File: src/rtl/sys_defs.sv
// Shared definitions for the ALU issue/wakeup slice: widths, ALU opcodes,
// the result packet carried through the pipeline and result buffer, and the ALU itself.
package sys_defs;

   localparam int ROB_TAG_LEN = 5;
   localparam int XLEN        = 32;

   typedef enum logic [3:0] {
      ALU_ADD,
      ALU_SUB,
      ALU_SLT,
      ALU_SLTU,
      ALU_AND,
      ALU_OR,
      ALU_XOR,
      ALU_SLL,
      ALU_SRL,
      ALU_SRA
   } ALU_FUNC;

   typedef struct packed {
      logic                   valid;
      logic [ROB_TAG_LEN-1:0] tag;
      logic [XLEN-1:0]        value;
   } ALU_RESULT_PKT;

   // Shifts only honour the low five bits of operand B.
   function automatic logic [XLEN-1:0] alu_eval(input ALU_FUNC f,
                                                input logic [XLEN-1:0] a,
                                                input logic [XLEN-1:0] b);
      logic [4:0] sh;
      sh = b[4:0];
      case (f)
         ALU_ADD:  return a + b;
         ALU_SUB:  return a - b;
         ALU_SLT:  return XLEN'($signed(a) < $signed(b));
         ALU_SLTU: return XLEN'(a < b);
         ALU_AND:  return a & b;
         ALU_OR:   return a | b;
         ALU_XOR:  return a ^ b;
         ALU_SLL:  return a << sh;
         ALU_SRL:  return a >> sh;
         ALU_SRA:  return $signed(a) >>> sh;
         default:  return '0;
      endcase
   endfunction

endpackage

File: src/rtl/result_fifo.sv
// Result buffer between the ALU pipeline and the CDB: circular FIFO of result packets.
// The head entry is presented combinationally; push and pop may coincide at any fill level.
module result_fifo
   import sys_defs::*;
#(
   parameter int DEPTH = 4,
   parameter int WIDTH = 2
) (
   input  logic          clk,
   input  logic          reset,
   input  logic          push,
   input  ALU_RESULT_PKT push_data,
   input  logic          pop,
   output logic [WIDTH:0] count,
   output ALU_RESULT_PKT head
);

   localparam logic [WIDTH:0] FULL = (WIDTH+1)'(DEPTH);

   ALU_RESULT_PKT    mem [DEPTH];
   logic [WIDTH-1:0] rd_ptr;
   logic [WIDTH-1:0] wr_ptr;

   assign head = mem[rd_ptr];

   always_ff @(posedge clk) begin
      if (push) mem[wr_ptr] <= push_data;
   end

   always_ff @(posedge clk) begin
      if (reset) begin
         rd_ptr <= '0;
         wr_ptr <= '0;
         count  <= '0;
      end else begin
         if (push) wr_ptr <= wr_ptr + 1'b1;
         if (pop)  rd_ptr <= rd_ptr + 1'b1;
         case ({push, pop})
            2'b10:   count <= count + 1'b1;
            2'b01:   count <= count - 1'b1;
            default: count <= count;
         endcase
      end
   end

   // The issue credit limit is what keeps these from ever firing.
   a_no_overflow:  assert property (@(posedge clk) disable iff (reset) !(push && !pop && count == FULL));
   a_no_underflow: assert property (@(posedge clk) disable iff (reset) pop |-> count != '0);

endmodule

File: src/rtl/alu_issue_wakeup.sv
// Far end of the RS issue/wakeup interface: credit-based issue, LATENCY-stage ALU,
// result buffer and CDB broadcast of wakeup tag/value back to the reservation station.
module alu_issue_wakeup
   import sys_defs::*;
#(
   parameter int LATENCY   = 2,
   parameter int BUF_DEPTH = 4,
   parameter int BUF_WIDTH = 2
) (
   input  logic                   clk,
   input  logic                   reset,
   input  logic                   insn_ready,
   input  logic [ROB_TAG_LEN-1:0] dst_tag,
   input  logic                   start,
   input  ALU_FUNC                func_out,
   input  logic [XLEN-1:0]        v1_out,
   input  logic [XLEN-1:0]        v2_out,
   output logic                   issue,
   output logic                   cdb_req,
   input  logic                   cdb_grant,
   output logic                   wakeup,
   output logic [ROB_TAG_LEN-1:0] wakeup_tag,
   output logic [XLEN-1:0]        wakeup_value
);

   localparam logic [BUF_WIDTH+1:0] CREDITS = (BUF_WIDTH+2)'(BUF_DEPTH);

   logic [BUF_WIDTH:0]     in_flight;
   logic [BUF_WIDTH:0]     buf_count;
   logic [ROB_TAG_LEN-1:0] tag_q;
   logic                   tag_pending;
   logic                   pop;
   ALU_RESULT_PKT          exec_pkt;
   ALU_RESULT_PKT          push_pkt;
   ALU_RESULT_PKT          head_pkt;

   // Every op in flight owns a buffer slot, so the buffer can never overflow.
   assign issue   = insn_ready && !reset
                    && (({1'b0, in_flight} + {1'b0, buf_count}) < CREDITS);
   assign cdb_req = buf_count != '0;
   assign pop     = cdb_req && cdb_grant;

   assign exec_pkt = '{valid: start && tag_pending,
                       tag:   tag_q,
                       value: alu_eval(func_out, v1_out, v2_out)};

   if (LATENCY == 1) begin : g_lat1
      assign push_pkt = exec_pkt;
   end else begin : g_pipe
      ALU_RESULT_PKT pipe_q [LATENCY-1];

      always_ff @(posedge clk) begin
         if (reset) begin
            for (int i = 0; i < LATENCY-1; i++) pipe_q[i] <= '0;
         end else begin
            pipe_q[0] <= exec_pkt;
            for (int i = 1; i < LATENCY-1; i++) pipe_q[i] <= pipe_q[i-1];
         end
      end

      assign push_pkt = pipe_q[LATENCY-2];
   end

   result_fifo #(
      .DEPTH (BUF_DEPTH),
      .WIDTH (BUF_WIDTH)
   ) u_result_fifo (
      .clk       (clk),
      .reset     (reset),
      .push      (push_pkt.valid),
      .push_data (push_pkt),
      .pop       (pop),
      .count     (buf_count),
      .head      (head_pkt)
   );

   always_ff @(posedge clk) begin
      if (reset) begin
         in_flight    <= '0;
         tag_q        <= '0;
         tag_pending  <= 1'b0;
         wakeup       <= 1'b0;
         wakeup_tag   <= '0;
         wakeup_value <= '0;
      end else begin
         case ({issue, push_pkt.valid})
            2'b10:   in_flight <= in_flight + 1'b1;
            2'b01:   in_flight <= in_flight - 1'b1;
            default: in_flight <= in_flight;
         endcase
         // A new issue refills tag_q in the same cycle the previous tag is consumed.
         if (issue) begin
            tag_q       <= dst_tag;
            tag_pending <= 1'b1;
         end else if (start) begin
            tag_pending <= 1'b0;
         end
         wakeup <= pop && head_pkt.valid;
         if (pop) begin
            wakeup_tag   <= head_pkt.tag;
            wakeup_value <= head_pkt.value;
         end
      end
   end

   a_start_has_tag: assert property (@(posedge clk) disable iff (reset) start |-> tag_pending);

endmodule

File: config.mk
export PLATFORM = sky130hd
export DESIGN_NAME = alu_issue_wakeup
export DESIGN_NICKNAME = d
export VERILOG_FILES = /design/src/rtl/sys_defs.sv /design/src/rtl/result_fifo.sv /design/src/rtl/alu_issue_wakeup.sv
export SDC_FILE = /design/constraint.sdc
export NUM_CORES = 1
export LEC_CHECK = 0
export ABC_CLOCK_PERIOD_IN_PS = 5800
export BUFFER_PORTS_ARGS = -buffer_cell sky130_fd_sc_hd__buf_2
export CORE_ASPECT_RATIO = 0.8
export CORE_MARGIN = 2
export CORE_UTILIZATION = 40
export CTS_CLUSTER_DIAMETER = 150
export DETAILED_ROUTE_END_ITERATION = 10
export PLACE_DENSITY = 0.55
export SLEW_MARGIN = 20
export SYNTH_ARGS = -nofsm -noshare
export SYNTH_HDL_FRONTEND = slang
export SYNTH_HIERARCHICAL = 1
export SYNTH_SLANG_ARGS = --single-unit
File: constraint.sdc
create_clock -name clk -period 5.8 [get_ports clk]
set_clock_uncertainty 0.15 [all_clocks]
set_input_delay 0.87 -clock clk [delete_from_list [all_inputs] [get_ports clk]]
set_output_delay 0.87 -clock clk [all_outputs]
set_load 0.01 [all_outputs]
======== Word-level counts from Yosys, hierarchy flattened ========
Memory sizes are Yosys's and may differ from the RTL's. A register that Yosys moved wholly into a read port is not among the register bits.
Index checks and enable logic that the tools add are counted.
cells by class
  add/subtract/negate cells ............... 9
  multiply operators ...................... 0
  divide/modulo/power cells ............... 0
  magnitude comparators ................... 3
  eq/ne operators ......................... 13
  shifts and indexed selects .............. 3
  muxes and demuxes ....................... 14
  bitwise operators ....................... 3
  reductions and logical operators ........ 12
operator list
  operator             count
  $pmux 32 s10         1
  $lt 32x32->1         2
  $mux 38              1
  $reduce_or 38->1     1
  $add 32x32->32       1
  $and 32x32->32       1
  $or 32x32->32        1
  $shl 32x5->32        1
  $shr 32x5->32        1
  $sshr 32x5->32       1
  $sub 32x32->32       1
  $xor 32x32->32       1
  $eq 4x3->1 const B   4
  $pmux 3 s2           2
  $eq 4x2->1 const B   2
  $eq 4x4->1 const B   2
  $mux 1               8
  $add 3x1->3 const B  2
  $reduce_bool 2->1    3
  $sub 3x1->3 const B  2
  $logic_and 1x1->1    5
  $add 2x1->2 const B  2
  $add 3x3->4          1
  $eq 2x1->1 const B   2
  other kinds (7)      9
word-level totals
  register bits after elaboration ......... 54
  bits in latches ......................... 0
  memory bits (writable) .................. 190
  ROM bits ................................ 0
  output and inout port bits .............. 40
  logic and storage cells ................. 68
  memories ................................ 2
memories
  memory             words  bits a word  rd ports  clocked after Yosys merged registers in  wr ports  line                    text
  u_result_fifo.mem  4      38           1         1                                        1         result_fifo.sv:20       ALU_RESULT_PKT mem [DEPTH];
  g_pipe.pipe_q      1      38           1         0                                        1         alu_issue_wakeup.sv:50  ALU_RESULT_PKT pipe_q [LATENCY-1];

======== Logic depth before layout (Yosys ltp) ========
Gate-level depths: netlist (run 1).
  word-level depth ........................ 5
  depth in mapped cells ................... 15
  depth with buffers taken out ............ 12

======== By module ========
The synthesis (run 1) kept the hierarchy.
by module, submodules not included
  module            instances  cells an instance  area each (um^2)  sequential area each (um^2)
  alu_issue_wakeup  1          1,541              11,039.3          1,701.6
  result_fifo       1          243                5,920.7           4,744.6

======== Worst setup path after synthesis (run 1) ========
No wires, ideal clock.
  kind .................................... input to register
  from .................................... input v2_out[2]
  to ...................................... memory g_pipe.pipe_q[0][30] in the netlist's numbering
  library setup time ...................... 115 ps
  data arrival time ....................... 4,045 ps
  required time ........................... 5,535 ps
  setup slack ............................. 1,491 ps
  stages .................................. 15
  buffers on the path ..................... 4
  cells stage by stage .................... buf_2 > inv_1 > buf_2 > buf_1 > ha_1 > buf_6 > o21bai_4 > a2111oi_4 > o211ai_2 > a21o_1 > a21o_1 > a21oi_2 > nor2_1 > or4_1 > o21a_1
between the ends
  cells in the longest elaborated chain, start to end .. 3
  elaborated cells on any way between the ends .. 7
RTL lines
  item                                    line                    text
  start: declaration                      alu_issue_wakeup.sv:17  input logic [XLEN-1:0] v2_out,
  $sub 32x32->32 (tied with other cells)  sys_defs.sv:35          ALU_SUB: return a - b;
  $pmux 32 s10 *                          sys_defs.sv:33          case (f)
  $mux 38 (no source line) *              --
  end: declaration                        alu_issue_wakeup.sv:50
Every way passes the cells marked *; elsewhere a longest branch is shown, timed or not.

======== Final worst setup path (run 1) ========
  from .................................... input v2_out[4]
  to ...................................... memory g_pipe.pipe_q[0][29] in the netlist's numbering
The elaborated chain is that of the path after synthesis.

==> summary.md, run 1 <==
| Metric | Value |
|---|---|
| Top FF cell, synth | edfxtp_1 |
| Max VDD drop | ~0.00019 V |
| Syn Nets | 1971 |
| Drt first pass iters | 7 |
| Via density | 5.962 |
| H-tree levels | 1 |
| Largest net degree at the start of global routing | 60 |
| Power Dens Cells | between 200 and 300 nW/um2 |
| Post-synth EDFFs | 152 |
| Synth area leaders | edfxtp_1, dfxtp_1, mux4_2, ha_1, nand2_1 |
| Critical Path, Cell by Cell | buf_2 > clkinv_1 > buf_4 > ha_1 > nor2_2 > o311ai_1 > a311oi_2 > o21bai_1 > a211oi_2 > o21ai_1 > o31ai_2 > mux2i_1 > o31a_1 |
| Core Footprint | 41830 um2 |
| Worst EP arrival | 4140 ps |
| Synth area leader | edfxtp_1 |
| Synth cell count leaders | nand2_1, a21oi_1, edfxtp_1 |
| Final #Nets | 2025 |
| CTS tree | built |
| CP Class | in2reg |
| Metal3 WL | 6.169 mm |
| Port bufs | 117 |
| Max-slew violation count | 0 |
| HP Class | reg2reg |
| Die footprint | between 40000 and 50000 um2 |
| Met2 routed WL | between 20 and 25 mm |
| Synthesized area | about 17000 um2 |
| Post-CTS setup buffer count | 0 |
| Final Power | roughly 4.8 mW |
| Die Wd | roughly 230 um |
| Sum Neg Setup Slack | 0 ps |
| Number of synthesized register bits | 246 |
| Share of the synthesized area in the top cell type | 26.91% |
| Final estimated routing congestion in global placement | a little over 1 |
| Final min period | 3884 ps |
| Worst setup SP type | input port |
| First DRT Iteration DRCs | 1650 |
| Worst EP required | 6050 ps |
| Maximum root-to-sink buffer count | 3 |
| Top-count cell post-synth | nand2_1 |
| Via Count | 14363 |
| Max layer used | met5 |
| Sink Count | 246 |
| RSZ-0062 raised after global routing | false |
| Global-route wire length before repair | approximately 90 mm |
| Post-CTS Resized | 0 |
| # DRC | 0 |
| Slowest stage delay, CP | 530 ps |
| Ys async rst share | 0% |
| Max-Cap Viols | 0 |
| Clk_lat worst skew | about 520 ps |
| Rows | 67 |
| Worst setup EP type | flop |
| Final Hold Fails | 0 |
| Wl on met1 | between 20 and 30 mm |
| Setup violators final | 0 |
| CP Max Fanout | 17 |
| Wire per inst | 24.22 um |
| Share of layout cells above drive strength 1 | approximately 17% |
| Leakage Power | 7.170 nW |
| Layout Area Growth over Synthesis | 10.40% |
| Initial core utilization | 40.54% |
| Period utilization | 66.97% |
| IO Count | ~120 |
| CP max stage cell | a211oi_2 |
| Chip height | 188.2 um |
| Vias in the first global route | 13712 |
| GRT Residual Overflow | 0 |
| CTS root buf | clkbuf_16 |
| Mean post-synth cell area | 9.507 um2 |
| Initial antenna violation count | 2 |
| WL final | 58.34 mm |
| Fmax | 257.5 MHz |
| Routed Antenna Nets | 0 |
| Post-synthesis cell type count | 90 |
| Syn. warnings | 6 |
| Detail Placement HPWL | 43.61 mm |
| Slew @ Worst Pin | 1093 ps |
| Slew HR | 27.14% |
| Hold_buf cts | 0 |
| Status | finished clean |
| Total track usage | 26.42% |
| Seq/Total Area, Yosys | 38.01% |
| Cell count after synthesis | 1784 |
| Worst-path clk slew | 60 ps |
| CTS Buf Count | 24 |
-- metal layers --
metal / up-vias / track usage, %
met5: - / 0
met4: 2 / 4.211
met3: 68 / 8.111
met2: 649 / 36.60
met1: 6990 / 40.64
li1: 6654 / -
-- registers in the layout, indices dropped and copies added, names as in the netlist, named ones only --
register	count
g_pipe.pipe_q	38
in_flight	3
wakeup_value	32
tag_q	5
u_result_fifo/mem	152
wakeup	1
u_result_fifo/wr_ptr	2
u_result_fifo/count	3
u_result_fifo/rd_ptr	2
tag_pending	1
wakeup_tag	5
-- per-stage QoR --
| step | cell area [um2] | util (%) | std cells | hold WS [ps] | setup slack [ps] |
|---|---|---|---|---|---|
| after detailed placement | 17940 | 42.89 | 2364 | 294.0 | 1500 |
| after floorplan | 16960 | - | 1784 | 276.7 | 1491 |
| final | 18720 | 44.76 | 2409 | 298.9 | 1916 |
| after CTS | 18720 | 44.76 | 2408 | 302.9 | 2037 |
| after global routing | 18720 | 44.76 | 2408 | 321.2 | 1692 |
| after global placement | 17940 | 42.89 | 2364 | 287.4 | 1504 |
-- power by group --
group	switching, mW	leakage [nW]	internal [mW]	total (mW)
sequential	0.0436	2.12	1.93	1.97
combinational	0.789	4.67	0.456	1.24
clock	0.662	0.379	0.881	1.54
-- layout by cell type (no fill, tap or decap), drive strengths merged, types with 24 or more instances in the layout --
cell type,count
nand2,238
a21oi,170
edfxtp,152
buf,150
nor2,140
o21ai,121
inv,107
ha,105
dfxtp,94
mux4,68
mux2i,59
clkbuf,34
xnor2,26
o211ai,26
a211oi,24
mux2,24
-- critical path, delay by kind of cell --
family,cells,cell delay (ps)
fa+ha+maj,1,460
buf+inv,3,360
compound gates,7,2090
simple gates,1,220
mux,1,120
-- area by class of cell --
type,count,area [um2]
diodes,1,2.502
clock buffers,34,689.4
clock inverters,10,92.59
fillers,4072,23110
inverters,107,401.6
multi-input cells,1309,9563
flip-flops and latches,246,6449
well taps,552,690.7
repair buffers,150,835.8
-- cell families after synthesis --
group / after synthesis / share of synthesized area, %
flip-flops: 246 / 38.01
XOR/XNOR: 35 / 1.807
buffers and inverters: 229 / 5.695
AND/OR/NAND/NOR: 505 / 12.87
AO/OA/AOI/OAI: 509 / 19.28
multiplexers: 151 / 14.13
adder cells (fa/ha/maj): 109 / 8.218
-- worst paths after layout --
| path | from | to | slack (ps) | cells after the start |
|---|---|---|---|---|
| hold reg to reg | wakeup_value[27] | wakeup_value[27] | 300 | 2 |
| setup / recovery | v2_out[4] | g_pipe.pipe_q[0][29] | 1920 | 13 |
| setup reg to reg | u_result_fifo/count[2] | in_flight[2] | 2530 | 10 |
| hold / removal | wakeup_value[27] | wakeup_value[27] | 300 | 2 |
No activity file was read; power rests on OpenSTA's default activity.
==> run 2: changes to the inputs <==
--- a/config.mk
+++ b/config.mk
@@ -5,14 +5,15 @@
 export SDC_FILE = /design/constraint.sdc
 export NUM_CORES = 1
 export LEC_CHECK = 0
-export ABC_CLOCK_PERIOD_IN_PS = 5800
+export ABC_AREA = 1
+export ABC_CLOCK_PERIOD_IN_PS = 3450
 export BUFFER_PORTS_ARGS = -buffer_cell sky130_fd_sc_hd__buf_2
 export CORE_ASPECT_RATIO = 0.8
 export CORE_MARGIN = 2
 export CORE_UTILIZATION = 40
 export CTS_CLUSTER_DIAMETER = 150
 export DETAILED_ROUTE_END_ITERATION = 10
-export PLACE_DENSITY = 0.55
+export PLACE_DENSITY = 0.57
 export SLEW_MARGIN = 20
 export SYNTH_ARGS = -nofsm -noshare
 export SYNTH_HDL_FRONTEND = slang
==> constraint.sdc (replaced) <==
create_clock -name clk -period 3.45 [get_ports clk]
set_clock_uncertainty 0.15 [all_clocks]
set_input_delay 0.5175 -clock clk [delete_from_list [all_inputs] [get_ports clk]]
set_output_delay 0.5175 -clock clk [all_outputs]
set_load 0.01 [all_outputs]
==> summary.md, run 2 <==
| Metric | Value |
|---|---|
| Period utilization | 90.98% |
| GR Util met1 | 51.06% (+10 points) |
| IO Count | 118 (unchanged) |
| Worst-path clk slew | 70 ps (about the same) |
| CP Max Fanout | 7 (-10) |
| DP Cell Count | 3639 (+54%) |
| Most frequent CP cell | nand3_1 |
| Cells on worst reg2reg path | 12 (+2) |
| Final #Nets | 3233 (+60%) |
| Worst EP required | 3750 ps (-2300 ps) |
| Wire per inst | 22.86 um (-5.6%) |
| Most common cell after layout, fill and taps aside | nand2_1 |
| Drt first pass iters | 8 (+1) |
| Routed Antenna Nets | 0 (unchanged) |
| # DRC | 0 (unchanged) |
| Rows | 71 (+6.0%) |
| RSZ-0062 raised after global routing | false |
| Critical Path, Cell by Cell | buf_2 > ha_1 > fa_1 > nand2_1 > inv_1 > nand2_1 > nand3_1 > nand3_1 > nand3_1 > xor2_1 > o21ai_0 > nor2_1 > nor2_1 |
| Reg-to-reg setup timing slack | 980 ps (-1550 ps) |
| Worst EP arrival | 3440 ps (-700 ps) |
| Number of flip-flops in the largest register | 152 (unchanged) |
| Via density | 5.634 (-5.5%) |
| Share of layout cells above drive strength 1 | 10.15% (-6.7 points) |
| Detail Placement HPWL | 66.38 mm (+52%) |
| Max-slew violation count | 0 (unchanged) |
| Clk_lat worst skew | 540 ps (+20 ps) |
| Mean post-synth cell area | 6.548 um2 (-31%) |
| GR peak layer | met1 |
| Share of the synthesized area in the top cell type | 23.90% (-3.0 points) |
| Worst setup EP type | flop |
| Placed cell area | 20690 um2 (+15%) |
| Die Wd | 248.3 um (+6.0%) |
| H-tree levels | 1 (unchanged) |
| Most frequent cells in the layout | nand2_1, nand3_1, nor2_1, inv_1, o21ai_0 |
| Final Power | 9.300 mW (+95%) |
| Syn Nets | 3103 (+57%) |
| Post-CTS Resized | 0 (unchanged) |
| Final std cells w/o fill | 3686 (+53%) |
| Slew @ Worst Pin | 874.0 ps (-218.8 ps) |
| Ys async rst share | 0% (unchanged) |
| Die footprint | 49510 um2 (+12%) |
| Seq/Total Area, Yosys | 33.76% (-4.2 points) |
| Synth cell count leaders | nand2_1, nand3_1, nor2_1 |
| Vias in the first global route | 19015 (+39%) |
| Top FF cell, synth | edfxtp_1 |
| Max VDD drop | 0.0003956 V (+110%) |
| Setup violators final | 0 (unchanged) |
| Total track usage | 33.62% (+7.2 points) |
| Final Hold Fails | 0 (unchanged) |
| CTS tree | built |
| Post-synth EDFFs | 152 (unchanged) |
| Final core utilization | 45.67% (+0.91 points) |
| Layout Area Growth over Synthesis | 12.62% |
| Initial antenna violation count | 1 (-1) |
| Initial core utilization | 40.56% (about the same) |
| RR Startpoint | u_result_fifo/count[1] |
| Slowest stage delay, CP | 560 ps (+30 ps) |
| Final min period | between 3000 and 4000 ps |
| Fmax | 318.6 MHz |
| Maximum root-to-sink buffer count | 3 (unchanged) |
| Number of synthesized register bits | 246 (unchanged) |
| FILL cells | 5056 (+24%) |
| Met2 Track Usage GR | 47.23% (+11 points) |
| Synth area leaders | edfxtp_1, nand2_1, nand3_1, dfxtp_1, nor2_1 |
| Post-synthesis cell type count | 46 (-49%) |
| Critical path buffer and inverter count | 2 (-1) |
| Core Footprint | 47080 um2 (+13%) |
| Syn. warnings | 6 (unchanged) |
| Status | finished clean |
| CP Class | in2reg |
| CP top delay family | simple AND/OR/NAND/NOR gates |
| Top flop regs | u_result_fifo/mem x152, g_pipe.pipe_q x38, wakeup_value x32 |
| Cell count after synthesis | 2916 (+63%) |
| Hold_buf cts | 0 (unchanged) |
| Port bufs | 117 (unchanged) |
| Chip height | 199.4 um (+6.0%) |
| Final estimated routing congestion in global placement | 1.115 (+9.9%) |
| Via Count | 20767 (+45%) |
| Met3 GRT Util | 9.696% (+1.6 points) |
| Power Dens Cells | 432.5 nW/um2 (+70%) |
| Final Cell Area | 21500 um2 (+15%) |
| WL final | 84.27 mm (+44%) |
| Hold Path Cell Cnt | 2 (unchanged) |
| Sink Count | 246 (unchanged) |
| Post-CTS setup buffer count | 0 (unchanged) |
| Reg2reg end | in_flight[2] |
| Worst hold path endpoint | tag_pending |
| Biggest register | u_result_fifo/mem |
| CP max stage cell | fa_1 |
| Hold Crit Start | start |
| Global-route wire length before repair | 122.5 mm (+39%) |
| HP Class | in2reg |
| Slew HR | 41.73% (+15 points) |
| Worst setup SP type | input port |
| Synth area leader | edfxtp_1 |
| Top-count cell post-synth | nand2_1 |
| First DRT Iteration DRCs | 2678 (+62%) |
| Synthesized area | 19090 um2 (+13%) |
| CTS root buf | clkbuf_16 |
| Largest net degree at the start of global routing | 77 (+28%) |
| Max-Cap Viols | 0 (unchanged) |
| Leakage Power | 10.58 nW (+48%) |
| CTS Buf Count | 25 (+4.2%) |
| GRT Residual Overflow | 0 (unchanged) |
-- run 2: stage by stage --
stage	setup slack (ps)	hold WS (ps)	setup TNS, ps
final	311.3	54.02	0
after global placement	-155.8	274.9	-155.8
after global routing	339.1	64.01	0
after CTS	494.8	30.77	0
after floorplan	490.8	259.7	0
after detailed placement	-39.73	280.3	-39.73
-- run 2: cell families (layout without fill, tap and decap cells) --
kind of cell	after synthesis	count (layout)	synth area share, %
AO/OA/AOI/OAI	372	372	10.63
AND/OR/NAND/NOR	1677	1677	37.15
adder cells (fa/ha/maj)	109	109	7.300
buffers and inverters	508	657	10.98
flip-flops	246	246	33.76
XOR/XNOR	4	4	0.1835
other	0	1	0
-- run 2: how the worst max path moves through the flow --
stage,start,cells past startpoint,end,slack (ps)
floorplan,v2_out[4],20,g_pipe.pipe_q[0][31],490
global placement,v2_out[0],13,g_pipe.pipe_q[0][12],-160
detailed placement,v2_out[0],13,g_pipe.pipe_q[0][12],-40
CTS,v2_out[0],13,g_pipe.pipe_q[0][12],490
global route,v2_out[0],13,g_pipe.pipe_q[0][12],340
finish,v2_out[0],13,g_pipe.pipe_q[0][12],310
-- run 2: area by class of cell --
class | instances | area [um2] | share of cell area [%]
Antenna cell | 1 | 2.502 | 0.01164
Clock buffer | 32 | 713.2 | 3.316
Clock inverter | 14 | 92.59 | 0.4306
Inverter | 370 | 1393 | 6.476
Multi-Input combinational cell | 2162 | 10550 | 49.07
Sequential cell | 246 | 6447 | 29.98
Tap cell | 620 | 775.7 | 3.607
Timing Repair Buffer | 241 | 1529 | 7.110
-- run 2: report_power, final --
part | internal, mW | switching [mW] | total [mW]
Combinational | 0.942 | 2.19 | 3.13
Sequential | 3.36 | 0.142 | 3.51
Clock | 1.48 | 1.19 | 2.67
Total | 5.79 | 3.51 | 9.30
-- run 2: metal layers --
metal  routed length, um  share of wire (%)
met3               10340                 12
met4                1492                1.8
met5                   0                  0
met1               38750                 46
met2               33680                 40
